--- src/rtl/rotor_return_unit.sv ---
// Return-path rotor stage: passes the reflected letter back through rotor2,
// rotor1, rotor0 using inverse wirings, one rotor per clock, start/done handshake.
module rotor_return_unit #(
    parameter int         ALPHA    = 26,
    parameter logic [4:0] ERR_CODE = 5'd31
) (
    input  logic       clk,
    input  logic       rst_n,
    input  logic       start,
    input  logic [4:0] data_in,
    input  logic [4:0] pos0,
    input  logic [4:0] pos1,
    input  logic [4:0] pos2,
    output logic [4:0] data_out,
    output logic       done_out,
    output logic       busy,
    output logic       err
);

    typedef enum logic [1:0] {IDLE, S2, S1, S0} state_t;

    localparam logic [5:0] ALPHA6 = 6'(ALPHA);
    localparam logic [4:0] MAX_LETTER = 5'(ALPHA - 1);

    state_t     state;
    logic [4:0] x_reg, p0_reg, p1_reg, p2_reg;
    logic       bad_reg;

    logic [4:0] pos_sel, s_idx, y_val, next_x;

    // A single subtraction suffices: valid operands never reach 2*ALPHA.
    function automatic logic [4:0] mod_alpha(input logic [5:0] v);
        return (v >= ALPHA6) ? 5'(v - ALPHA6) : v[4:0];
    endfunction

    function automatic logic [4:0] inv2(input logic [4:0] s);
        case (s)
            5'd0: return 5'd19;   5'd1: return 5'd0;    5'd2: return 5'd6;
            5'd3: return 5'd1;    5'd4: return 5'd15;   5'd5: return 5'd2;
            5'd6: return 5'd18;   5'd7: return 5'd3;    5'd8: return 5'd16;
            5'd9: return 5'd4;    5'd10: return 5'd20;  5'd11: return 5'd5;
            5'd12: return 5'd21;  5'd13: return 5'd13;  5'd14: return 5'd25;
            5'd15: return 5'd7;   5'd16: return 5'd24;  5'd17: return 5'd8;
            5'd18: return 5'd23;  5'd19: return 5'd9;   5'd20: return 5'd22;
            5'd21: return 5'd11;  5'd22: return 5'd17;  5'd23: return 5'd10;
            5'd24: return 5'd14;  5'd25: return 5'd12;
            default: return 5'd0;
        endcase
    endfunction

    function automatic logic [4:0] inv1(input logic [4:0] s);
        case (s)
            5'd0: return 5'd0;    5'd1: return 5'd9;    5'd2: return 5'd15;
            5'd3: return 5'd2;    5'd4: return 5'd25;   5'd5: return 5'd22;
            5'd6: return 5'd17;   5'd7: return 5'd11;   5'd8: return 5'd5;
            5'd9: return 5'd1;    5'd10: return 5'd3;   5'd11: return 5'd10;
            5'd12: return 5'd14;  5'd13: return 5'd19;  5'd14: return 5'd24;
            5'd15: return 5'd20;  5'd16: return 5'd16;  5'd17: return 5'd6;
            5'd18: return 5'd4;   5'd19: return 5'd13;  5'd20: return 5'd7;
            5'd21: return 5'd23;  5'd22: return 5'd12;  5'd23: return 5'd8;
            5'd24: return 5'd21;  5'd25: return 5'd18;
            default: return 5'd0;
        endcase
    endfunction

    function automatic logic [4:0] inv0(input logic [4:0] s);
        case (s)
            5'd0: return 5'd20;   5'd1: return 5'd22;   5'd2: return 5'd24;
            5'd3: return 5'd6;    5'd4: return 5'd0;    5'd5: return 5'd3;
            5'd6: return 5'd5;    5'd7: return 5'd15;   5'd8: return 5'd21;
            5'd9: return 5'd25;   5'd10: return 5'd1;   5'd11: return 5'd4;
            5'd12: return 5'd2;   5'd13: return 5'd10;  5'd14: return 5'd12;
            5'd15: return 5'd19;  5'd16: return 5'd7;   5'd17: return 5'd23;
            5'd18: return 5'd18;  5'd19: return 5'd11;  5'd20: return 5'd17;
            5'd21: return 5'd8;   5'd22: return 5'd13;  5'd23: return 5'd16;
            5'd24: return 5'd14;  5'd25: return 5'd9;
            default: return 5'd0;
        endcase
    endfunction

    // One shared stage datapath; the state picks which rotor it models.
    always_comb begin
        pos_sel = p0_reg;
        y_val   = 5'd0;
        case (state)
            S2:      pos_sel = p2_reg;
            S1:      pos_sel = p1_reg;
            default: pos_sel = p0_reg;
        endcase
        s_idx = mod_alpha({1'b0, x_reg} + {1'b0, pos_sel});
        case (state)
            S2:      y_val = inv2(s_idx);
            S1:      y_val = inv1(s_idx);
            default: y_val = inv0(s_idx);
        endcase
        next_x = mod_alpha({1'b0, y_val} + ALPHA6 - {1'b0, pos_sel});
    end

    always_ff @(posedge clk or negedge rst_n) begin
        if (!rst_n) begin
            state    <= IDLE;
            x_reg    <= 5'd0;
            p0_reg   <= 5'd0;
            p1_reg   <= 5'd0;
            p2_reg   <= 5'd0;
            bad_reg  <= 1'b0;
            data_out <= 5'd0;
            done_out <= 1'b0;
            busy     <= 1'b0;
            err      <= 1'b0;
        end else begin
            done_out <= 1'b0;
            case (state)
                IDLE: begin
                    if (start) begin
                        x_reg   <= data_in;
                        p0_reg  <= pos0;
                        p1_reg  <= pos1;
                        p2_reg  <= pos2;
                        bad_reg <= (data_in > MAX_LETTER) || (pos0 > MAX_LETTER) ||
                                   (pos1 > MAX_LETTER) || (pos2 > MAX_LETTER);
                        busy    <= 1'b1;
                        state   <= S2;
                    end
                end
                S2: begin
                    x_reg <= next_x;
                    state <= S1;
                end
                S1: begin
                    x_reg <= next_x;
                    state <= S0;
                end
                S0: begin
                    data_out <= bad_reg ? ERR_CODE : next_x;
                    err      <= bad_reg;
                    done_out <= 1'b1;
                    busy     <= 1'b0;
                    state    <= IDLE;
                end
                default: state <= IDLE;
            endcase
        end
    end

endmodule

--- config.mk ---
export PLATFORM = sky130hd
export DESIGN_NAME = rotor_return_unit
export DESIGN_NICKNAME = d
export VERILOG_FILES = /design/src/rtl/rotor_return_unit.sv
export SDC_FILE = /design/constraint.sdc
export NUM_CORES = 1
export LEC_CHECK = 0
export ABC_CLOCK_PERIOD_IN_PS = 7250
export CAP_MARGIN = 20
export CORE_MARGIN = 5
export CORE_UTILIZATION = 25
export CTS_BUF_LIST = sky130_fd_sc_hd__clkbuf_2
export DETAILED_ROUTE_END_ITERATION = 8
export GPL_ROUTABILITY_DRIVEN = 1
export GPL_TIMING_DRIVEN = 0
export PLACE_DENSITY_LB_ADDON = 0.25
export SYNTH_ARGS = -nofsm -noshare
export SYNTH_HDL_FRONTEND = slang
export SYNTH_SLANG_ARGS = --single-unit
--- constraint.sdc ---
create_clock -name clk -period 7.25 [get_ports clk]
set_clock_uncertainty 0.2 [all_clocks]
set_input_delay 0.725 -clock clk [delete_from_list [all_inputs] [get_ports clk]]
set_output_delay 0.725 -clock clk [all_outputs]
set_load 0.03 [all_outputs]
==> summary.txt <==
Outcome
  – Outcome: finished clean

STA
  – Fmax achieved: 0.146 GHz
  – Hold Fails Final Rpt: 0
  – Final setup viols: 0
  – Worst slew pin tran: 0.707 ns
  – Fin crit share: 94.8%
  – Max-slew headroom at the worst pin: 52.9%
  – Min Tclk post-route: 6.87 ns
  – TNS Setup: 0 ns
  – Max Slew Vio Count: 0

Worst hold path
  – HP Class: input port to async pin

Global route
  – GRT Total Usage: 11.8%
  – Number of global-route vias before repair: 2748
  – Grt ovf: 0
  – First-pass GRT wire length: 13.9 mm
  – Largest net degree at the start of global routing: 32
  – Initial antenna violation count: 0

Drt
  – DR DRC count: 0
  – Detail Route Antenna Nets: 0
  – Via count: 2844
  – 1st-iter DRT viols: 179
  – Vias per cell: 5.28
  – DR WL/cell: 15.9 um
  – Final wirelength: 8.59 mm
  – DRT Pass-1 Iters: 5

Die
  – FP Rows: 39
  – Full die area: 0.0140 mm^2
  – Starting Density: 25.6%
  – Die Wd: 118 um
  – Die Y: 118 um
  – CORE AREA: 0.0115 mm^2
  – Top-Level Pins: 31

Layout
  – Nets: 451
  – Share of cells above drive strength 1: 17.2%
  – Diodes inserted: 0
  – Area delta synth->final: 21.5%
  – Final core utilization: 31.2%

Synthesis
  – Synth area leader: dfrtp_1
  – Top post-synthesis cells by count: a21oi_1 (36), nand2_1 (34), nor2_1 (34)
  – Mapped Avg Cell Area: 8.35 um^2
  – Yosys reg bits: 31
  – Ys async rst share: 100%
  – Post-synth cell types: 63
  – Top post-synthesis cells by area: dfrtp_1 (26%), ha_1 (13%), a21oi_1 (6.1%)
  – Register area share after synthesis: 26.4%
  – Syn nets: 408
  – Syn. warnings: 0
  – EDFF count, synth: 0
  – Synthesized instance count: 352
  – Most common cell in the netlist: a21oi_1
  – Share of the synthesized area in the top cell type: 26.4%
  – Top_reg_cell synth: dfrtp_1
  – Mapped cell area: 0.00294 mm^2

CTS
  – CTS tree: built
  – Clock Tree Buf Depth: 2
  – CTS H-tree lvls: 2
  – Clk Latency, worst-skew pair: 0.38 ns
  – Inserted Clock Buffers: 5
  – Clk root buf: clkbuf_2
  – Clk sinks: 31
  – CTS clk-pin slew, worst paths: 0.19 ns

Setup path
  – Crit-path max FO: 10
  – FF-to-FF path depth: 30
  – CP required: 7.37 ns
  – Slowest CP cell: dfrtp_2
  – Crit Path Class: flop to flop
  – Worst R2R End: data_out[3]
  – Worst r2r src: state[0]
  – R2R setup slack: 0.38 ns
  – Largest stage delay, worst path: 0.49 ns
  – Crit end category: flop
  – Cell mode on critical path: ha_1
  – Worst setup SP type: flop
  – Worst Path Arrival: 6.99 ns

Placed design
  – # port buffers: 30
  – Gp weighted congestion: 0.887
  – HPWL after detailed placement: 6.64 mm

Run
  – Max cap viols: 0
per-layer routing:
layer	up-vias	routed length (um)	GRT usage (%)
li1	1383	-	-
met1	1346	4030	16.6
met2	99	3900	18.3
met3	16	479	1.67
met4	0	178	4.25
met5	-	0	0
critical path, delay by kind of cell, from the launching register on:
kind | cells | cell delay, ns
compound gates | 12 | 2.68
xor+xnor | 2 | 0.36
fa+ha+maj | 6 | 1.61
buf+inv | 5 | 0.76
flops | 1 | 0.49
mux | 1 | 0.20
simple gates | 4 | 0.48
timing repair:
item / in CTS / in global routing
setup buffers: 2 / 6
pin swaps: 0 / 3
gates resized for setup: 6 / 15
hold buffers: 0 / 0
endpoints found under the setup margin: 8 / 8
cell type report:
cell class,instances,area (um^2)
multi-input combinational,281,2040
clock inverter,3,15.0
buffer,18,106
inverter,20,75.1
clock buffer,5,25.0
fill,1238,7890
sequential,31,777
timing repair buffer,38,355
tap,143,179
cell usage in the layout, fill, tap and decap left out, types with 6 or more instances in the layout:
cell type        Yosys  layout
a31oi_1              7       7
a22oi_1              6       6
o211ai_1             8       8
o21ai_0             14      13
dfrtp_1             31      30
a21oi_1             36      33
mux2_2              16      16
inv_1               19      18
nand3_1              7       7
nand2_1             34      34
xnor2_1              6       6
buf_4                2      11
nor3_1               8       8
buf_2                7       8
nor2_1              34      33
ha_1                31      29
clkdlybuf4s50_1      0      29
metrics by stage:
step                      instances  instance area, um^2  setup slack (ns)  hold slack, ns
after floorplan                 352                 2940             0.653           0.229
after global placement          525                 3420            -0.863           0.289
after detailed placement        525                 3410            -0.924           0.295
after CTS                       534                 3490           0.00798           0.164
after global routing            539                 3570           -0.0153           0.185
final                           539                 3570             0.378           0.155
logic make-up after synthesis:
kind of cell	Yosys count	share of synthesized area [%]
AOI/OAI and AO/OA	118	26.9
xor gates and xnor gates	7	2.09
adders and majority gates	33	14.6
buffers and inverters	40	6.17
DFF	31	26.4
muxes	21	7.83
and+or+nand+nor	102	16.0
how the worst max path moves through the flow:
stage,start,depth (start not counted),to,slack (ns)
after global routing,state[0],32,x_reg[3],-0.02
after global placement,state[0],32,x_reg[2],-0.86
final,state[0],30,data_out[3],0.38
after detailed placement,state[0],33,x_reg[3],-0.92
after floorplan,state[0],32,x_reg[3],0.65
after CTS,state[0],31,x_reg[2],0.008
Power is not shown: default switching activity piles up to over one toggle a cycle in this logic, so the estimate is an artifact.
